<file path="config.mk">
export PLATFORM = sky130hd
export DESIGN_NAME = id_hazard_stage
export DESIGN_NICKNAME = d
export VERILOG_FILES = /design/src/rtl/id_hazard_stage_pkg.sv /design/src/rtl/id_hazard_stage_decoder.sv /design/src/rtl/id_hazard_stage_hazard_unit.sv /design/src/rtl/id_hazard_stage.sv
export SDC_FILE = /design/constraint.sdc
export NUM_CORES = 1
export LEC_CHECK = 0
export BUFFER_PORTS_ARGS = -buffer_cell sky130_fd_sc_hd__buf_2
export CAP_MARGIN = 20
export CORE_MARGIN = 2
export CORE_UTILIZATION = 44
export CTS_BUF_LIST = sky130_fd_sc_hd__clkbuf_8 sky130_fd_sc_hd__clkbuf_16
export CTS_CLUSTER_SIZE = 14
export DETAILED_ROUTE_END_ITERATION = 12
export PLACE_DENSITY = 0.72
export REMOVE_ABC_BUFFERS = 1
export SLEW_MARGIN = 20
export SYNTH_ARGS = -nofsm -noshare
export SYNTH_HDL_FRONTEND = slang
export SYNTH_HIERARCHICAL = 1
export SYNTH_SLANG_ARGS = --single-unit
</file>
<file path="constraint.sdc">
create_clock -name clk -period 3.7 [get_ports clk]
set_clock_uncertainty 0.15 [all_clocks]
set_input_delay 0.37 -clock clk [delete_from_list [all_inputs] [get_ports clk]]
set_output_delay 0.37 -clock clk [all_outputs]
set_load 0.02 [all_outputs]
</file>
<file path="src/rtl/id_hazard_stage_pkg.sv">
// Shared decode-stage definitions: instruction/register types, control encodings,
// opcode constants and the source-operand usage helpers.
package id_hazard_stage_pkg;

  typedef logic [31:0] instruction;
  typedef logic [31:0] instructionAddrPath;
  typedef logic [4:0]  regAddr;

  typedef enum logic [3:0] {
    ALU_ADD, ALU_SUB, ALU_SLL, ALU_SLT, ALU_SLTU, ALU_XOR,
    ALU_SRL, ALU_SRA, ALU_OR, ALU_AND, ALU_PASSB
  } ctrALU;

  typedef enum logic [2:0] {
    BR_NONE, BR_EQ, BR_NE, BR_LT, BR_GE, BR_LTU, BR_GEU, BR_JUMP
  } ctrBranch;

  localparam logic [6:0] OP_LOAD  = 7'b0000011;
  localparam logic [6:0] OP_LUI   = 7'b0110111;
  localparam logic [6:0] OP_AUIPC = 7'b0010111;
  localparam logic [6:0] OP_JAL   = 7'b1101111;
  localparam logic [6:0] OP_R     = 7'b0110011;
  localparam logic [6:0] OP_S     = 7'b0100011;
  localparam logic [6:0] OP_B     = 7'b1100011;
  localparam logic [6:0] OP_IMM   = 7'b0010011;
  localparam logic [6:0] OP_JALR  = 7'b1100111;

  function automatic logic uses_rs1(input logic [6:0] op);
    return !(op == OP_LUI || op == OP_AUIPC || op == OP_JAL);
  endfunction

  function automatic logic uses_rs2(input logic [6:0] op);
    return (op == OP_R || op == OP_S || op == OP_B);
  endfunction

  function automatic ctrALU alu_sel(input logic [2:0] f3, input logic alt);
    case (f3)
      3'b000:  return alt ? ALU_SUB : ALU_ADD;
      3'b001:  return ALU_SLL;
      3'b010:  return ALU_SLT;
      3'b011:  return ALU_SLTU;
      3'b100:  return ALU_XOR;
      3'b101:  return alt ? ALU_SRA : ALU_SRL;
      3'b110:  return ALU_OR;
      default: return ALU_AND;
    endcase
  endfunction

endpackage

</file>
<file path="src/rtl/id_hazard_stage_decoder.sv">
// Combinational RV32I instruction decoder: control signals, register fields and
// the sign-extended immediate.
module id_hazard_stage_decoder
  import id_hazard_stage_pkg::*;
#(
  parameter int XLEN = 32
) (
  input  instruction        insn_i,
  output logic              reg_write_o,
  output logic              data_write_o,
  output logic              reg_select_o,
  output logic              mem_read_o,
  output ctrBranch          branch_o,
  output ctrALU             alu_o,
  output regAddr            rs1_o,
  output regAddr            rs2_o,
  output regAddr            rd_o,
  output logic [XLEN-1:0]   offset_o
);

  logic [6:0]  op;
  logic [2:0]  f3;
  logic [31:0] imm;

  assign op    = insn_i[6:0];
  assign f3    = insn_i[14:12];
  assign rs1_o = insn_i[19:15];
  assign rs2_o = insn_i[24:20];
  assign rd_o  = insn_i[11:7];
  assign offset_o = XLEN'($signed(imm));

  // NOTE: every output gets a default first, so no path through the case leaves a latch.
  always_comb begin
    reg_write_o  = 1'b0;
    data_write_o = 1'b0;
    reg_select_o = 1'b0;
    mem_read_o   = 1'b0;
    branch_o     = BR_NONE;
    alu_o        = ALU_ADD;
    imm          = '0;
    case (op)
      OP_R: begin
        reg_write_o = 1'b1;
        alu_o       = alu_sel(f3, insn_i[30]);
      end
      OP_IMM: begin
        reg_write_o = 1'b1;
        alu_o       = alu_sel(f3, insn_i[30] & (f3 == 3'b101));
        imm         = {{20{insn_i[31]}}, insn_i[31:20]};
      end
      OP_LOAD: begin
        reg_write_o  = 1'b1;
        reg_select_o = 1'b1;
        mem_read_o   = 1'b1;
        imm          = {{20{insn_i[31]}}, insn_i[31:20]};
      end
      OP_S: begin
        data_write_o = 1'b1;
        imm          = {{20{insn_i[31]}}, insn_i[31:25], insn_i[11:7]};
      end
      OP_B: begin
        alu_o = ALU_SUB;
        imm   = {{19{insn_i[31]}}, insn_i[31], insn_i[7], insn_i[30:25], insn_i[11:8], 1'b0};
        case (f3)
          3'b000:  branch_o = BR_EQ;
          3'b001:  branch_o = BR_NE;
          3'b100:  branch_o = BR_LT;
          3'b101:  branch_o = BR_GE;
          3'b110:  branch_o = BR_LTU;
          3'b111:  branch_o = BR_GEU;
          default: branch_o = BR_NONE;
        endcase
      end
      OP_LUI: begin
        reg_write_o = 1'b1;
        alu_o       = ALU_PASSB;
        imm         = {insn_i[31:12], 12'b0};
      end
      OP_AUIPC: begin
        reg_write_o = 1'b1;
        imm         = {insn_i[31:12], 12'b0};
      end
      OP_JAL: begin
        reg_write_o = 1'b1;
        branch_o    = BR_JUMP;
        imm = {{11{insn_i[31]}}, insn_i[31], insn_i[19:12], insn_i[20], insn_i[30:21], 1'b0};
      end
      OP_JALR: begin
        reg_write_o = 1'b1;
        branch_o    = BR_JUMP;
        imm         = {{20{insn_i[31]}}, insn_i[31:20]};
      end
      default: ;
    endcase
  end

endmodule

</file>
<file path="src/rtl/id_hazard_stage_hazard_unit.sv">
// Combinational RAW hazard detector: load-use only with forwarding, any pending
// write in EX or MEM without it. Register x0 never creates a dependency.
module id_hazard_stage_hazard_unit #(
  parameter int REG_ADDR_W = 5,
  parameter bit FORWARDING = 1'b1
) (
  input  logic                  if_valid_i,
  input  logic [REG_ADDR_W-1:0] rs1_i,
  input  logic [REG_ADDR_W-1:0] rs2_i,
  input  logic                  uses_rs1_i,
  input  logic                  uses_rs2_i,
  input  logic                  ex_valid_i,
  input  logic [REG_ADDR_W-1:0] ex_rd_i,
  input  logic                  ex_reg_write_i,
  input  logic                  ex_mem_read_i,
  input  logic [REG_ADDR_W-1:0] mem_rd_i,
  input  logic                  mem_reg_write_i,
  output logic                  hazard_o
);

  function automatic logic hit(input logic [REG_ADDR_W-1:0] src, input logic en);
    return en && (src != '0) &&
           ((uses_rs1_i && rs1_i == src) || (uses_rs2_i && rs2_i == src));
  endfunction

  logic fwd_hit, raw_hit;

  assign fwd_hit  = hit(ex_rd_i, ex_valid_i & ex_mem_read_i);
  assign raw_hit  = hit(ex_rd_i, ex_valid_i & ex_reg_write_i) | hit(mem_rd_i, mem_reg_write_i);
  assign hazard_o = if_valid_i & (FORWARDING ? fwd_hit : raw_hit);

endmodule

</file>
<file path="src/rtl/id_hazard_stage.sv">
// Decode stage with ID/EX register and stall/bubble/flush control; flush beats
// backpressure, which beats hazard stalls. Counters saturate at all-ones.
module id_hazard_stage
  import id_hazard_stage_pkg::*;
#(
  parameter int XLEN       = 32,
  parameter int REG_ADDR_W = 5,
  parameter bit FORWARDING = 1'b1,
  parameter int CNT_W      = 16
) (
  input  logic                  clk,
  input  logic                  rst,
  input  logic                  if_valid,
  input  logic [31:0]           insn,
  input  logic [XLEN-1:0]       pc,
  input  logic                  ex_ready,
  input  logic                  flush,
  input  logic [REG_ADDR_W-1:0] mem_rd,
  input  logic                  mem_reg_write,
  output logic                  id_ready,
  output logic                  ex_valid,
  output logic                  registerWriteEnable,
  output logic                  dataWriteEnable,
  output logic                  regSelect,
  output logic                  mem_read,
  output ctrBranch              branchCtr,
  output ctrALU                 aluCtr,
  output logic [REG_ADDR_W-1:0] regA,
  output logic [REG_ADDR_W-1:0] regB,
  output logic [REG_ADDR_W-1:0] rd,
  output logic [XLEN-1:0]       offset,
  output logic [XLEN-1:0]       pc_out,
  output logic [CNT_W-1:0]      stall_count,
  output logic [CNT_W-1:0]      flush_count
);

  typedef struct packed {
    logic                  valid;
    logic                  rwe;
    logic                  dwe;
    logic                  rsel;
    logic                  mrd;
    ctrBranch              br;
    ctrALU                 alu;
    logic [REG_ADDR_W-1:0] ra;
    logic [REG_ADDR_W-1:0] rb;
    logic [REG_ADDR_W-1:0] rd;
    logic [XLEN-1:0]       offset;
    logic [XLEN-1:0]       pc;
  } idex_t;

  idex_t            idex_q, idex_d, dec;
  logic [CNT_W-1:0] stall_q, stall_d, flush_q, flush_d;
  regAddr           dec_rs1, dec_rs2, dec_rd;
  logic             hazard;

  id_hazard_stage_decoder #(.XLEN(XLEN)) u_decoder (
    .insn_i       (insn),
    .reg_write_o  (dec.rwe),
    .data_write_o (dec.dwe),
    .reg_select_o (dec.rsel),
    .mem_read_o   (dec.mrd),
    .branch_o     (dec.br),
    .alu_o        (dec.alu),
    .rs1_o        (dec_rs1),
    .rs2_o        (dec_rs2),
    .rd_o         (dec_rd),
    .offset_o     (dec.offset)
  );

  assign dec.valid = if_valid;
  assign dec.ra    = REG_ADDR_W'(dec_rs1);
  assign dec.rb    = REG_ADDR_W'(dec_rs2);
  assign dec.rd    = REG_ADDR_W'(dec_rd);
  assign dec.pc    = pc;

  id_hazard_stage_hazard_unit #(
    .REG_ADDR_W (REG_ADDR_W),
    .FORWARDING (FORWARDING)
  ) u_hazard (
    .if_valid_i      (if_valid),
    .rs1_i           (dec.ra),
    .rs2_i           (dec.rb),
    .uses_rs1_i      (uses_rs1(insn[6:0])),
    .uses_rs2_i      (uses_rs2(insn[6:0])),
    .ex_valid_i      (idex_q.valid),
    .ex_rd_i         (idex_q.rd),
    .ex_reg_write_i  (idex_q.rwe),
    .ex_mem_read_i   (idex_q.mrd),
    .mem_rd_i        (mem_rd),
    .mem_reg_write_i (mem_reg_write),
    .hazard_o        (hazard)
  );

  always_comb begin
    idex_d  = idex_q;
    stall_d = stall_q;
    flush_d = flush_q;
    if (flush) begin
      idex_d.valid = 1'b0;
      idex_d.rwe   = 1'b0;
      idex_d.dwe   = 1'b0;
      idex_d.mrd   = 1'b0;
      flush_d      = (&flush_q) ? flush_q : flush_q + CNT_W'(1);
    end else if (!ex_ready) begin
      idex_d = idex_q;
    end else if (hazard) begin
      idex_d.valid = 1'b0;
      idex_d.rwe   = 1'b0;
      idex_d.dwe   = 1'b0;
      idex_d.mrd   = 1'b0;
      stall_d      = (&stall_q) ? stall_q : stall_q + CNT_W'(1);
    end else begin
      idex_d = dec;
    end
  end

  // NOTE: state registers use non-blocking assignments so every flop samples pre-edge values.
  always_ff @(posedge clk) begin
    if (!rst) begin
      idex_q  <= '0;
      stall_q <= '0;
      flush_q <= '0;
    end else begin
      idex_q  <= idex_d;
      stall_q <= stall_d;
      flush_q <= flush_d;
    end
  end

  assign id_ready            = rst & (flush | (ex_ready & ~hazard));
  assign ex_valid            = idex_q.valid;
  assign registerWriteEnable = idex_q.rwe;
  assign dataWriteEnable     = idex_q.dwe;
  assign regSelect           = idex_q.rsel;
  assign mem_read            = idex_q.mrd;
  assign branchCtr           = idex_q.br;
  assign aluCtr              = idex_q.alu;
  assign regA                = idex_q.ra;
  assign regB                = idex_q.rb;
  assign rd                  = idex_q.rd;
  assign offset              = idex_q.offset;
  assign pc_out              = idex_q.pc;
  assign stall_count         = stall_q;
  assign flush_count         = flush_q;

endmodule
</file>
==> reports/qor.txt <==
======================================================================================
Total negative setup slack                                                        0 ns
Final hold violation count                                                           0
Die area                                                                    0.0140 mm²
Area grow syn2layout                                                             27.8%
Synth warnings                                                                       6
Share of total power in the clock network                                        52.6%
Multi-input gate area in the final layout                                  0.00292 mm²
Total of flip-flops plus latches after synthesis                                   123
Slew @ Worst Pin                                                              0.783 ns
Result of the run                                                         finished clean
Final cell count without fillers                                                 1,066
LEAKAGE                                                                        3.26 nW
Worst setup SP type                                                               flop
Ports                                                                              199
First-pass DRT Iterations                                                            4
CTS tree                                                                           yes
Required time reported for the critical path endpoint                          3.18 ns
Vias per std cell                                                                 5.20
Number of antenna-violating nets in the routed design                                0
Number of setup violations in the final report                                       0
Sw Share                                                                         23.1%
Number of buffers inserted to repair setup after CTS                                 0
Worst hold start                                                                pc[27]
Power Internal                                                                 2.67 mW
Minimum clock period after layout                                              2.89 ns
Cell with the largest stage delay on the worst path                              or4_1
Most frequent cell on the critical path                                         nor2_1
Share of power burned in combinational logic                                      7.9%
Worst setup path start                                                           rd[3]
Maximum single-stage delay on the critical path                                0.54 ns
Cell Area, Synth                                                           0.00575 mm²
Final WL                                                                     15,000 µm
Count of nets after finishing                                                      956
Final weighted congestion in routability-driven placement                        0.871
Hold Crit Depth                                                                      3
Initial Util                                                                     45.4%
Unrepaired setup endpoints after global routing                                  false
Placement-stage worst setup slack                                             0.590 ns
Filler cell count                                                                1,250
Sinks on Clock Net                                                                 123
Number of pins with negative max-slew slack in the final report                      0
Total vias in the final route                                                    5,543
Number of antenna violations at the first check in global routing                    1
Type of the most critical hold path                                       input pin to flop
Largest vdd supply drop                                                         441 µV
Detailed placer's ending HPWL                                                10,300 µm
Placed Instance Area                                                       0.00667 mm²
Leading cell type in the layout, fill and taps excluded                        nand2_1
Number of distinct library cells after synthesis                                    64
Overall routing resource usage                                                   21.2%
Maximum number of pins on one net before global-route repair                        88
Count of cells resized by post-cts repair                                            0
Clock slew at the register clock pins of the worst setup and hold paths        0.06 ns
Part of the cycle the worst path needs                                           78.0%
Max Freq                                                                       346 MHz
MaxCap Viol Count                                                                    0
Number of cells traversed by the worst register-to-register path                     9
Clock buffer depth                                                                   2
Cts hold-fix bufs                                                                    0
First-pass GRT wire length                                                   24,500 µm
Placed Instances                                                                 1,032
Post-synthesis sequential area ratio                                             42.8%
Core region area                                                            0.0127 mm²
Power density over the cells                                                473 mW/mm²
Count of routing violations after the opening detailed-route iteration             343
Synthesized area per cell                                                     7.95 µm²
Number of I/O port buffers                                                         192
Cells along the critical path                                             or4_1 > o2111ai_1 > a21oi_1 > and2b_1 > nor2_1 > nor2_1 > buf_2
Core utilization of the finished layout                                          58.0%
Post-route cell area                                                       0.00734 mm²
Dominant register cell in the synthesized netlist                              dfxtp_1
Standard-cell rows                                                                  41
Worst max-slew margin expressed relative to the limit                            47.6%
Remaining design rule violation count                                                0
Overall Power                                                                  3.47 mW
H-tree levels                                                                        4
Number of global-route vias before repair                                        4,891
Largest fanout of any net on the critical path                                       6
Root buffer cell                                                             clkbuf_16
Final-layout worst hold slack                                                0.0483 ns
Net switching power                                                           0.803 mW
Reg2reg start                                                                    rd[3]
Smallest setup slack after layout                                             0.814 ns
Critical Path End Type                                                    primary output
Inserted Clock Buffers                                                              17
Sequential group share of total power                                            39.5%
Layout cell share with drive strength beyond 1                                   27.9%
EDFF count, synth                                                                    0
Global route total overflow                                                          0
Die height                                                                      118 µm
Worst setup path class                                                    flop to primary output
Arrival time at the worst endpoint                                             2.37 ns
Die extent in x                                                                 118 µm
Average detailed-routed wire length per instance                               14.1 µm
Clock network latency to the later pin of the worst-skew pair                  0.41 ns
Highest-count cells in the layout ignoring fill and taps                  nand2_1, buf_2, dfxtp_1, a21oi_1, a21o_1
Cell count after synthesis                                                         723
Sequential standard cell area                                              0.00246 mm²
Share of synthesized registers carrying an async set or reset                       0%
======================================================================================
-- cell usage after synthesis, drive strengths merged, types with 5 or more instances --
cell type / number / area share [%]
clkbuf: 26 / 1.7
nor2b: 15 / 1.8
or3: 11 / 1.2
xor2: 11 / 1.7
dfxtp: 123 / 43
nand3: 16 / 1.4
nand4: 12 / 1.5
a21oi: 120 / 11
and2: 5 / 0.63
o31ai: 13 / 1.9
a21o: 19 / 2.5
or4: 11 / 1.4
nor2: 19 / 1.3
buf: 36 / 4.5
nand2: 196 / 13
o21ai: 18 / 1.6
nand2b: 6 / 0.65
inv: 7 / 0.46
mux2i: 5 / 0.87
-- power groups by stage --
| stage | Clock [mW] | Combinational, mW | Sequential (mW) |
|---|---|---|---|
| 6_report | 1.83 | 0.274 | 1.37 |
| 5_1_grt | 1.92 | 0.303 | 1.37 |
| 3_5_place_dp | 0 | 0.275 | 1.40 |
| 2_1_floorplan | 0 | 0.111 | 1.43 |
| 3_3_place_gp | 0 | 0.274 | 1.40 |
| 4_1_cts | 1.85 | 0.276 | 1.37 |
-- metal layers --
metal,up-vias,wire length [µm],GRT usage [%]
met5,-,0,0
met4,0,250,6.70
met3,16,718,5.94
met2,139,7070,32.8
met1,2575,6990,28.6
li1,2813,-,-
-- worst max-delay path: cells and delay by family (launching register included) --
kind            cells  cell delay, ns
compound gates      2            0.31
buf+inv             1            0.20
flops               1            0.37
simple gates        4            1.08
-- sequential cells by signal, indices dropped and copies added (netlist names) --
| name | cells |
|---|---|
| pc_out | 32 |
| stall_count | 16 |
| regA | 5 |
| ex_valid | 1 |
| rd | 5 |
| regSelect | 1 |
| flush_count | 16 |
| dataWriteEnable | 1 |
| branchCtr | 3 |
| regB | 5 |
| mem_read | 1 |
| aluCtr | 4 |
| offset | 32 |
| registerWriteEnable | 1 |
-- logic make-up (layout without fill, tap and decap cells) --
| kind of cell | after synthesis | count (layout) | synth area share [%] |
|---|---|---|---|
| simple gates | 317 | 317 | 26.5 |
| compound gates | 194 | 194 | 20.7 |
| flops | 123 | 123 | 42.8 |
| buf+inv | 69 | 238 | 6.70 |
| xor+xnor | 13 | 13 | 1.98 |
| mux | 5 | 5 | 0.871 |
| fa+ha+maj | 2 | 2 | 0.435 |
| other cells | 0 | 2 | 0 |
-- final timing paths --
check                   endpoint  slack [ns]
setup / recovery        id_ready        0.81
hold / removal        pc_out[27]        0.05
setup reg to reg  stall_count[9]        0.85
hold reg to reg        regSelect        0.30
-- layout make-up --
class | count | share of cell area, %
Tap cell | 172 | 2.93
Clock buffer | 18 | 5.98
Sequential cell | 123 | 33.5
Timing Repair Buffer | 199 | 14.3
Multi-Input combinational cell | 531 | 39.8
Clock inverter | 14 | 2.98
Antenna cell | 2 | 0.0682
Inverter | 7 | 0.375
Note: power is estimated with default switching activity, not from simulation.
